File: config.mk
export PLATFORM = sky130hd
export DESIGN_NAME = pipe_hazard_scoreboard
export DESIGN_NICKNAME = d
export VERILOG_FILES = /design/src/rtl/pipe_hazard_scoreboard.sv
export SDC_FILE = /design/constraint.sdc
export NUM_CORES = 1
export LEC_CHECK = 0
export CORE_AREA = 10 10 127 117
export CTS_BUF_LIST = sky130_fd_sc_hd__clkbuf_16
export DETAILED_ROUTE_END_ITERATION = 8
export DIE_AREA = 0 0 137 127
export PLACE_DENSITY_LB_ADDON = 0.15
export SLEW_MARGIN = 20
export SYNTH_ARGS = -nofsm -noshare
export SYNTH_HDL_FRONTEND = slang
export SYNTH_SLANG_ARGS = --single-unit
File: constraint.sdc
create_clock -name clk -period 2.56 [get_ports clk]
set_input_delay 0.256 -clock clk [delete_from_list [all_inputs] [get_ports clk]]
set_output_delay 0.256 -clock clk [all_outputs]
set_load 0.01 [all_outputs]
File: src/rtl/pipe_hazard_scoreboard.sv
`default_nettype none
// ============================================================================
// Module      : pipe_hazard_scoreboard
// Description : Tracks in-flight register writes, forwards the youngest result
//               to decode and raises load-use stalls.
// Revision    : 1.0 - initial release
// ============================================================================
module pipe_hazard_scoreboard #(
   parameter int DATA_W     = 32,
   parameter int AW         = 5,
   parameter int NSTAGE     = 3,
   parameter int LOAD_READY = 3,
   parameter int CNT_W      = 16,
   localparam int SEL_W     = $clog2(NSTAGE + 1)
) (
   input  logic                     clk,
   input  logic                     reset,
   input  logic                     id_valid,
   input  logic [AW-1:0]            id_rs,
   input  logic [AW-1:0]            id_rt,
   input  logic                     id_rs_used,
   input  logic                     id_rt_used,
   input  logic                     id_wr_en,
   input  logic [AW-1:0]            id_wr_addr,
   input  logic                     id_is_load,
   input  logic [DATA_W-1:0]        rf_rs_val,
   input  logic [DATA_W-1:0]        rf_rt_val,
   input  logic [NSTAGE*DATA_W-1:0] stage_val,
   input  logic                     hold,
   input  logic                     flush,
   output logic [DATA_W-1:0]        rs_val,
   output logic [DATA_W-1:0]        rt_val,
   output logic [SEL_W-1:0]         rs_sel,
   output logic [SEL_W-1:0]         rt_sel,
   output logic                     stall_d,
   output logic                     freeze_d,
   output logic [CNT_W-1:0]         stall_cnt
);

   logic [NSTAGE:1] sb_valid;
   logic [NSTAGE:1] sb_wr_en;
   logic [NSTAGE:1] sb_is_load;
   logic [AW-1:0]   sb_addr [1:NSTAGE];

   logic [AW-1:0]     src_addr [2];
   logic              src_used [2];
   logic [DATA_W-1:0] src_rf   [2];

   assign src_addr[0] = id_rs;
   assign src_addr[1] = id_rt;
   assign src_used[0] = id_rs_used;
   assign src_used[1] = id_rt_used;
   assign src_rf[0]   = rf_rs_val;
   assign src_rf[1]   = rf_rt_val;

   // Scanning from oldest to youngest lets the youngest writer overwrite last.
   for (genvar s = 0; s < 2; s++) begin : g_src
      logic [SEL_W-1:0]  sel;
      logic              rdy;
      logic [DATA_W-1:0] val;

      always_comb begin
         sel = '0;
         rdy = 1'b1;
         val = src_rf[s];
         for (int k = NSTAGE; k >= 1; k--) begin
            if (src_used[s] && (src_addr[s] != '0) && sb_valid[k] &&
                sb_wr_en[k] && (sb_addr[k] == src_addr[s])) begin
               sel = SEL_W'(k);
               rdy = !sb_is_load[k] || (k >= LOAD_READY);
               val = stage_val[(k-1)*DATA_W +: DATA_W];
            end
         end
         if (!rdy) begin
            val = src_rf[s];
         end
      end
   end

   assign rs_sel   = g_src[0].sel;
   assign rt_sel   = g_src[1].sel;
   assign rs_val   = g_src[0].val;
   assign rt_val   = g_src[1].val;
   assign stall_d  = id_valid && (!g_src[0].rdy || !g_src[1].rdy);
   assign freeze_d = stall_d || hold;

   always_ff @(posedge clk) begin
      if (reset) begin
         sb_valid   <= '0;
         sb_wr_en   <= '0;
         sb_is_load <= '0;
         for (int k = 1; k <= NSTAGE; k++) begin
            sb_addr[k] <= '0;
         end
         stall_cnt  <= '0;
      end else if (hold) begin
         // A flush during a bus wait still kills the entry in stage 1.
         if (flush) begin
            sb_valid[1] <= 1'b0;
         end
      end else begin
         for (int k = NSTAGE; k >= 2; k--) begin
            sb_valid[k]   <= sb_valid[k-1];
            sb_wr_en[k]   <= sb_wr_en[k-1];
            sb_is_load[k] <= sb_is_load[k-1];
            sb_addr[k]    <= sb_addr[k-1];
         end
         sb_valid[1]   <= id_valid && !stall_d && !flush;
         sb_wr_en[1]   <= id_wr_en;
         sb_is_load[1] <= id_is_load;
         sb_addr[1]    <= id_wr_addr;
         if (stall_d && (stall_cnt != '1)) begin
            stall_cnt <= stall_cnt + 1'b1;
         end
      end
   end

endmodule
`default_nettype wire

==> impl_metrics.csv, run 1 <==
group,metric,value,unit
power_and_ir_drop,pwr_density_cell,242,nW/um2
placement,placed_area,7250,um2
placement,port_buffers,269,
min_path,worstHoldStart,"stall_cnt[4]",
route,first_pass_iters,5,
worst_setup_path,critPathLaunch,"sb_addr[0][11]",
logic_synthesis,synthCells,528,
logic_synthesis,synth-seq-cells,39,
power_and_ir_drop,switching_power,0.525,mW
sta,relSlewSlack,53.9,%
sta,timing.final.ws_setup,-0.301,ns
worst_setup_path,cp.arrival,2.60,ns
worst_setup_path,cp-start-kind,"flip-flop",
worst_setup_path,cp_max_fo,8,
route,via_count,5816,
power_and_ir_drop,vdd_drop_max,0.506,mV
power_and_ir_drop,power,1.96,mW
worst_setup_path,reg2reg_setup_slack,-0.19,ns
route,ant_nets,0,
floorplan,die_w,137,um
clock_network,clk_pin_slew,0.05,ns
cells_and_area,drive_above_1_share,32.6,%
sta,setup_violations,83,
route,drc,0,
route,routed_wl,23.5,mm
power_and_ir_drop,pwr-share-seq,35.1,%
logic_synthesis,yosys_warnings,0,
sta,finalHoldViolCount,0,
clock_network,cts_tree,"yes",
logic_synthesis,synth_flop_cell,"dfxtp_1",
logic_synthesis,synth_edf_count,15,
worst_setup_path,crit_family,"simple AND/OR/NAND/NOR gates",
grt,grt_max_degree,34,
power_and_ir_drop,internal-power,1.44,mW
worst_setup_path,crit_slowest_cell,"or4_4",
worst_setup_path,cp_slowest_stage_delay,0.56,ns
worst_setup_path,required,2.30,ns
grt,grt_pass1_wl,34.2,mm
logic_synthesis,ys_types,41,
clock_network,cts_buffer_depth,2,
power_and_ir_drop,switching_share,26.8,%
route,viasPerCell,5.67,
clock_network,h-tree-depth,2,
route,drt-initial-drc-count,354,
sta,slew_viol_final,0,
logic_synthesis,yosysSeqAreaShare,23.5,%
grt,track_usage,24.4,%
clock_network,cts.sinks,39,
run_status,violations,"negative setup slack",
logic_synthesis,synth_area,3960,um2
clock_network,cts-root-buf,"clkbuf_16",
floorplan,std_cell_rows,39,
worst_setup_path,crit_path_frequent_cell,"buf_6",
sta,final.min_clock_period,2.86,ns
floorplan,start_util,31.9,%
placement,routabilityCongestion,0.905,
logic_synthesis,syn_nets,713,
power_and_ir_drop,p_leak,3.13,nW
worst_setup_path,crit_type,"reg2out",
clock_network,clk_latency,0.28,ns
floorplan,core,12400,um2
min_path,hold_class,"reg2reg",
route,wire_per_inst,22.9,um
run_status,status,"finished with violations",
logic_synthesis,synth_area_per_cell,7.50,um2
power_and_ir_drop,p_clk_share,30.3,%
sta,whs,0.503,ns
power_and_ir_drop,comb_power_share,34.6,%
floorplan,ioPinCount,270,
floorplan,dieHeight,127,um
cells_and_area,fin_area,8100,um2
placement,place_hpwl,16.8,mm
cells_and_area,syn_to_final_growth,105,%
sta,rsz0062_at_grt,"true",
worst_setup_path,reg2reg_from,"sb_addr[0][11]",
clock_network,numCtsBuffers,5,
floorplan,die_area,17400,um2
cells_and_area,fillers,1031,
sta,period_share,112,%
clock_network,cts_hold_repair.buffers,0,
worst_setup_path,path_buf_inv,4,
worst_setup_path,crit_chain,"xor2_1 -> or4_4 -> nor4_4 -> buf_6 -> o21ai_4 -> o21ai_2 -> buf_6 -> buf_8 -> nand2_1 -> o21ai_1 -> buf_2",
grt,grt_pass1_vias,5880,
grt,grt_overflow,0,
sta,max_clock_freq,350,MHz
job,maxCapViolCount,0,
min_path,worstHoldEndpoint,"stall_cnt[4]",
min_path,hold_depth,2,
worst_setup_path,r2r_cells,11,
worst_setup_path,rr_endpoint,"stall_cnt[3]",
grt,antenna_found_initial,0,
sta,worst_pin_slew,0.691,ns
worst_setup_path,end_kind,"output pin",
sta,finClkSkew,0.00529,ns
cells_and_area,nets,1045,
logic_synthesis,synthArstFlopShare,0,%
## Yosys cell counts, types with 3 or more instances
library cell   n  area, um2
a21o_1         3       22.5
a21oi_1       14       70.1
a221o_1       32        320
a32oi_1       32        280
and2_1        18        113
and3_1         4       25.0
buf_2          7       35.0
clkbuf_1      42        158
dfxtp_1       24        480
edfxtp_1      15        450
inv_1          5       18.8
mux2i_1        8       80.1
nand2_1       72        270
nand3_1       11       55.1
nand3b_1      33        248
nand4_1        7       43.8
nor2_1        15       56.3
nor2b_1        4       25.0
o211ai_1      29        218
o21ai_0       69        345
o21ai_1       11       55.1
o31ai_1        5       37.5
or3_1          9       56.3
or4_1          9       67.6
xnor2_1       22        193
xor2_1         9       78.8
## how the worst max path moves through the flow
stage	end	slack, ns	cells past startpoint
2_1_floorplan	rt_val[1]	0.005	8
3_3_place_gp	rs_val[30]	-0.81	11
3_5_place_dp	rs_val[24]	-0.85	11
4_1_cts	rt_val[30]	-0.41	10
5_1_grt	rt_val[15]	-0.42	11
6_report	rt_val[10]	-0.30	11
## worst reg2reg max path, stage by stage, from the launching register on
cell,delay [ns]
edfxtp_1,0.42
xor2_1,0.17
or4_4,0.56
nor4_4,0.16
buf_6,0.17
buf_4,0.12
nand3_4,0.09
buf_6,0.16
a31o_4,0.24
buf_4,0.14
or3_4,0.35
a21oi_2,0.11
## per-layer routing
layer	vias up	wire [um]	global-route usage, %
met4	0	706	7.56
met5	-	0	0
met2	263	12000	44.4
met3	40	1870	4.94
li1	2715	-	-
met1	2798	8900	27.7
## placed cells by master (no fill, tap or decap), types with 17 or more instances in the layout
cell and count:
a221o_1 32, clkdlybuf4s50_1 189, nand3b_1 33, o21ai_1 51, nand2_1 35, and2_1 17, xnor2_1 20, nand2_2 29
a32oi_1 31, buf_4 69, buf_2 62, o211ai_1 29, dfxtp_1 24, buf_6 23
## cell type report
| cell class | instances | area [um2] | area share, % |
|---|---|---|---|
| antenna | 1 | 2.50 | 0.0309 |
| clock buffer | 5 | 125 | 1.55 |
| clock inverter | 3 | 16.3 | 0.201 |
| inverter | 5 | 18.8 | 0.232 |
| multi-input combinational | 435 | 3300 | 40.8 |
| sequential | 39 | 931 | 11.5 |
| tap | 164 | 205 | 2.53 |
| timing repair buffer | 374 | 3490 | 43.2 |
## cell families after synthesis
family	share of synthesized area [%]
AO/OA/AOI/OAI	35.1
AND/OR/NAND/NOR	26.4
buffers and inverters	5.53
flip-flops	23.5
XOR/XNOR	6.86
multiplexers	2.31
adder cells (fa/ha/maj)	0.316
## power groups by stage
stage	combinational, mW	sequential, mW	clock (mW)
floorplan	0.177	0.696	0
global placement	0.659	0.702	0
detailed placement	0.666	0.703	0
CTS	0.643	0.690	0.606
global route	0.724	0.692	0.630
finish	0.679	0.690	0.594
## stage by stage
stage | cells | TNS (ns) | utilization [%] | setup WS (ns)
after global routing | 1025 | -24.53 | 65.3 | -0.417
after detailed placement | 975 | -61.94 | 58.5 | -0.850
final | 1026 | -15.45 | 65.3 | -0.301
after floorplan | 528 | 0 | - | 0.00497
after CTS | 1015 | -25.52 | 62.5 | -0.409
after global placement | 975 | -57.93 | 58.5 | -0.810
## repair_timing
| action | 4_1_cts | 5_1_grt |
|---|---|---|
| setup buffers | 23 | 13 |
| endpoints found under the setup margin | 86 | 86 |
| endpoints found under the hold margin | 0 | 0 |
| resized for setup | 443 | 85 |
| pin swaps | 54 | 40 |
| cloned | 9 | 1 |
## sequential cells by signal, summed over array words and instances, names as in the netlist
register	cells
sb_valid	3
sb_wr_en	3
sb_is_load	2
sb_addr	15
stall_cnt	16
Note: power is estimated with default switching activity, not from simulation.
==> inputs of run 2 (changes only) <==
CTS_CLUSTER_SIZE = 8   (was unset)
==> results of run 2 <==
The final DEF is identical to that of run 1; final timing and power are the same.
==> inputs of run 3 (changes only) <==
ABC_CLOCK_PERIOD_IN_PS = 2560   (was unset)
==> results of run 3 <==
The final DEF is identical to that of run 1; final timing and power are the same.
